--- config.mk ---
export PLATFORM = sky130hd
export DESIGN_NAME = univ_reg
export DESIGN_NICKNAME = d
export VERILOG_FILES = /design/src/rtl/univ_reg_pkg.sv /design/src/rtl/univ_reg_next.sv /design/src/rtl/univ_reg.sv
export SDC_FILE = /design/constraint.sdc
export NUM_CORES = 1
export LEC_CHECK = 0
export ABC_CLOCK_PERIOD_IN_PS = 3600
export CAP_MARGIN = 20
export CORE_MARGIN = 5
export CORE_UTILIZATION = 52
export DETAILED_ROUTE_END_ITERATION = 6
export HOLD_SLACK_MARGIN = 0.06
export PLACE_DENSITY = 0.86
export SYNTH_ARGS = -nofsm -noshare
export SYNTH_HDL_FRONTEND = slang
export SYNTH_SLANG_ARGS = --single-unit
--- constraint.sdc ---
create_clock -name clk -period 3.6 [get_ports clk]
set_input_delay 0.36 -clock clk [delete_from_list [all_inputs] [get_ports clk]]
set_output_delay 0.36 -clock clk [all_outputs]
set_load 0.02 [all_outputs]
--- src/rtl/univ_reg_pkg.sv ---
// Shared definitions for the universal register: mode width and mode encodings.
package univ_reg_pkg;

  localparam int MODE_W = 3;

  typedef logic [MODE_W-1:0] mode_t;

  localparam mode_t MODE_HOLD = 3'b000;
  localparam mode_t MODE_LOAD = 3'b001;
  localparam mode_t MODE_SHL  = 3'b010;
  localparam mode_t MODE_SHR  = 3'b011;
  localparam mode_t MODE_INC  = 3'b100;
  localparam mode_t MODE_DEC  = 3'b101;
  localparam mode_t MODE_ROL  = 3'b110;
  localparam mode_t MODE_ROR  = 3'b111;

endpackage

--- src/rtl/univ_reg_next.sv ---
// Combinational next-state logic for univ_reg: computes next q, carry/shift-out
// and illegal-mode flag for the selected operation.
// Optional feature: UNIV_REG_ROTATE_EN enables ROL/ROR; otherwise those modes are illegal.
module univ_reg_next
  import univ_reg_pkg::*;
#(
  parameter int WIDTH = 8
) (
  input  logic [WIDTH-1:0] q,
  input  mode_t            mode,
  input  logic [WIDTH-1:0] d,
  input  logic             ser_l,
  input  logic             ser_r,
  output logic [WIDTH-1:0] q_nxt,
  output logic             co_nxt,
  output logic             err_nxt
);

  // One extra bit so the carry/borrow falls out of the add/subtract directly.
  localparam logic [WIDTH:0] ONE = (WIDTH+1)'(1);

  logic [WIDTH:0] sum;

  // Operation decode; unlisted (illegal) modes hold q and raise the error flag.
  always_comb begin
    q_nxt   = q;
    co_nxt  = 1'b0;
    err_nxt = 1'b0;
    sum     = '0;
    case (mode)
      MODE_HOLD: ;
      MODE_LOAD: q_nxt = d;
      MODE_SHL: begin
        q_nxt  = {q[WIDTH-2:0], ser_l};
        co_nxt = q[WIDTH-1];
      end
      MODE_SHR: begin
        q_nxt  = {ser_r, q[WIDTH-1:1]};
        co_nxt = q[0];
      end
      MODE_INC: begin
        sum    = {1'b0, q} + ONE;
        q_nxt  = sum[WIDTH-1:0];
        co_nxt = sum[WIDTH];
      end
      MODE_DEC: begin
        // Top bit of the widened difference is set only when q was zero (borrow).
        sum    = {1'b0, q} - ONE;
        q_nxt  = sum[WIDTH-1:0];
        co_nxt = sum[WIDTH];
      end
`ifdef UNIV_REG_ROTATE_EN
      MODE_ROL: begin
        q_nxt  = {q[WIDTH-2:0], q[WIDTH-1]};
        co_nxt = q[WIDTH-1];
      end
      MODE_ROR: begin
        q_nxt  = {q[0], q[WIDTH-1:1]};
        co_nxt = q[0];
      end
      default: ;
`else
      default: err_nxt = 1'b1;
`endif
    endcase
  end

endmodule

--- src/rtl/univ_reg.sv ---
// Parametrised multi-mode register: hold, load, shift, count and optional rotate,
// with registered carry-out, illegal-mode flag and combinational zero decode.
// Optional feature: UNIV_REG_ROTATE_EN (modes 110/111 rotate instead of flagging an error).
module univ_reg
  import univ_reg_pkg::*;
#(
  parameter int               WIDTH = 8,
  parameter logic [WIDTH-1:0] INIT  = '0
) (
  input  logic             clk,
  input  logic             reset,
  input  logic             en,
  input  logic             clr,
  input  mode_t            mode,
  input  logic [WIDTH-1:0] d,
  input  logic             ser_l,
  input  logic             ser_r,
  output logic [WIDTH-1:0] q,
  output logic             co,
  output logic             zero,
  output logic             mode_err
);

  logic [WIDTH-1:0] q_nxt;
  logic             co_nxt;
  logic             err_nxt;

  univ_reg_next #(.WIDTH(WIDTH)) u_next (
    .q       (q),
    .mode    (mode),
    .d       (d),
    .ser_l   (ser_l),
    .ser_r   (ser_r),
    .q_nxt   (q_nxt),
    .co_nxt  (co_nxt),
    .err_nxt (err_nxt)
  );

  // State update: clear beats enable, disabled cycles hold q and drop the pulses.
  always_ff @(posedge clk or negedge reset) begin
    if (!reset) begin
      q        <= INIT;
      co       <= 1'b0;
      mode_err <= 1'b0;
    end else if (clr) begin
      q        <= INIT;
      co       <= 1'b0;
      mode_err <= 1'b0;
    end else if (!en) begin
      co       <= 1'b0;
      mode_err <= 1'b0;
    end else begin
      q        <= q_nxt;
      co       <= co_nxt;
      mode_err <= err_nxt;
    end
  end

  // Zero decode tracks q in the same cycle.
  always_comb zero = (q == '0);

endmodule

==> out/qor.csv <==
metric,value,unit
minimum clock period,2.81,ns
setup bufs post-CTS,0,
H-tree Lvls,1,
static leakage,0.571,nW
Overall Global Routing Usage,0.228,
worst vdd ir,0.358,mV
max-slew violations,0,
Final setup viols,0,
Multi-input gate area,751,um^2
register area,250,um^2
"Warnings, synthesis",0,
sequential area share after synthesis,0.230,
DR pass1 iterations,4,
area grow syn2layout,28.2,%
Core Rows,16,
power density over cell area,287,nW/um^2
share of cells above drive strength 1,0.113,
CTS buffer count,3,
# hold bufs at CTS,0,
Hold Fails Final Rpt,0,
Yosys reg bits,10,
number of fill cells in the layout,149,
Gate Count Post-Synth,139,
drt wl/cell,17.6,um
global-route wire length before repair,5.65,mm
DR vias,1214,
Mapped Nets,162,
unrepaired setup endpoints after global routing,no,
WP data required,3.24,ns
Tightest Hold Check Type,in2async,
DRC,0,
RePlAce Congestion,0.972,
clk buf depth,2,
chip height,55.8,um
worst-skew pair later-pin latency,0.27,ns
CTS sink count,10,
"Reg clk slew, reported paths",0.07,ns
core area,1980,um^2
IO buf count,27,
"commonest non-fill, non-tap cell in the layout",clkdlybuf4s50_1,
cts repair resizes,0,
Max Cap Viol,0,
crit start category,flop,
placed inst area,1360,um^2
Detail Route Antenna Nets,0,
antenna violations before repair,0,
Die Span X,55.8,um
synthesized area,1090,um^2
post-synth cell types,43,
clock skew,0.00374,ns
# diodes,0,
status,"finished, final reports clean",
Starting Density,0.550,
CTS tree,done,
Max Freq,356,MHz
Max-slew headroom,0.607,
final core utilization,0.705,
type of the worst setup path,reg2out,
Worst setup EP type,primary output,
Post-Syn Area per Cell,7.84,um^2
finished layout cell area,1400,um^2
CP Launch Point,q[2],
vias per std cell,6.49,
most frequent cells in the layout,"clkdlybuf4s50_1, nor2_1, dfrtp_1",
DP Wirelength,2.47,mm
worst slew pin tran,0.589,ns
Setup TNS Final,0,ns
Crit Path Max Fanout,13,
GRT Residual Overflow,0,
Critical Path AT,2.45,ns
final WL,3.29,mm
Die ar.,3110,um^2
Final Cycle Share,0.780,
Top Ports,28,
vias in the first global route,1151,
worst r2r src,q[2],
largest net degree at the start of global routing,14,
initial drt markers,72,
Root Driver,clkbuf_4,
Final #Nets,184,
## state kept, by name, summed over array words and instances (netlist names)
name / count
co: 1
q: 8
mode_err: 1
## cell families after synthesis
family	count (synthesis)	synth area share
flip-flops	10	0.230
AO/OA/AOI/OAI	40	0.259
multiplexers	9	0.0895
XOR/XNOR	5	0.0402
AND/OR/NAND/NOR	47	0.231
adder cells (fa/ha/maj)	6	0.0689
buffers and inverters	22	0.0815
## worst max-delay path, cell delays in order, from the launching register on
cell and delay, ns:
dfrtp_1 0.54, or4_1 0.66, nor4b_1 0.30, clkdlybuf4s50_1 0.66
## area by class of cell
cell class	instances	share of cell area
Timing Repair Buffer	30	0.209
Tap cell	27	0.0242
Sequential cell	10	0.179
Clock buffer	4	0.0260
Inverter	9	0.0242
Multi-Input combinational cell	107	0.537
## Yosys cell counts (all sizes together)
cell type / number / area share
nor2: 12 / 0.041
clkbuf: 10 / 0.034
dfrtp: 10 / 0.23
a21oi: 9 / 0.041
inv: 9 / 0.031
nand2: 9 / 0.031
nor3: 8 / 0.041
ha: 6 / 0.069
mux2: 6 / 0.062
o41ai: 6 / 0.048
nor2b: 5 / 0.029
o21ai: 5 / 0.023
o31ai: 4 / 0.028
xnor2: 4 / 0.032
buf: 3 / 0.016
mux2i: 3 / 0.028
a221oi: 2 / 0.016
a311oi: 2 / 0.016
a31oi: 2 / 0.011
nand3b: 2 / 0.014
or4: 2 / 0.014
a211o: 1 / 0.0080
a21boi: 1 / 0.0069
a22o: 1 / 0.0092
a22oi: 1 / 0.0069
a31o: 1 / 0.0080
a41oi: 1 / 0.0080
and3: 1 / 0.0069
and4: 1 / 0.0092
nand2b: 1 / 0.0057
nand3: 1 / 0.0046
nand4: 1 / 0.0057
nand4b: 1 / 0.0080
nor3b: 1 / 0.0069
nor4: 1 / 0.0057
nor4b: 1 / 0.0080
o21bai: 1 / 0.0069
o22ai: 1 / 0.0057
o2bb2ai: 1 / 0.0080
o31a: 1 / 0.0080
xor2: 1 / 0.0080
## stage by stage
stage          hold WS (ns)  total power, mW  setup WS [ns]  std cells
6_report              0.397            0.401          0.794        187
5_1_grt               0.421            0.429          0.703        187
3_5_place_dp          0.673            0.296           1.09        183
2_1_floorplan        0.0644            0.234           1.33        139
4_1_cts               0.412            0.402          0.810        187
3_3_place_gp          0.659            0.293           1.15        183
## routing by layer
layer,wire [um],up-vias,global-route usage
met5,0,-,0
met4,93,0,0.104
met3,358,13,0.0626
li1,-,556,-
met1,1320,557,0.288
met2,1520,88,0.360
## power breakdown
part           internal, mW  switching, mW  total [mW]
logic                0.0770         0.0836       0.161
registers             0.118         0.0176       0.136
clock network        0.0615         0.0428       0.104
total                 0.257          0.144       0.401
## final timing paths
check,slack (ns),to,cells after the start
setup reg to reg,1.37,co,5
hold reg to reg,0.70,q[7],2
hold / removal,0.40,q[4],1
min in group clk,0.68,q[3],3
setup / recovery,0.79,zero,3
max in group asynchronous,2.89,q[7],1
No activity file was read; power rests on OpenSTA's default activity.
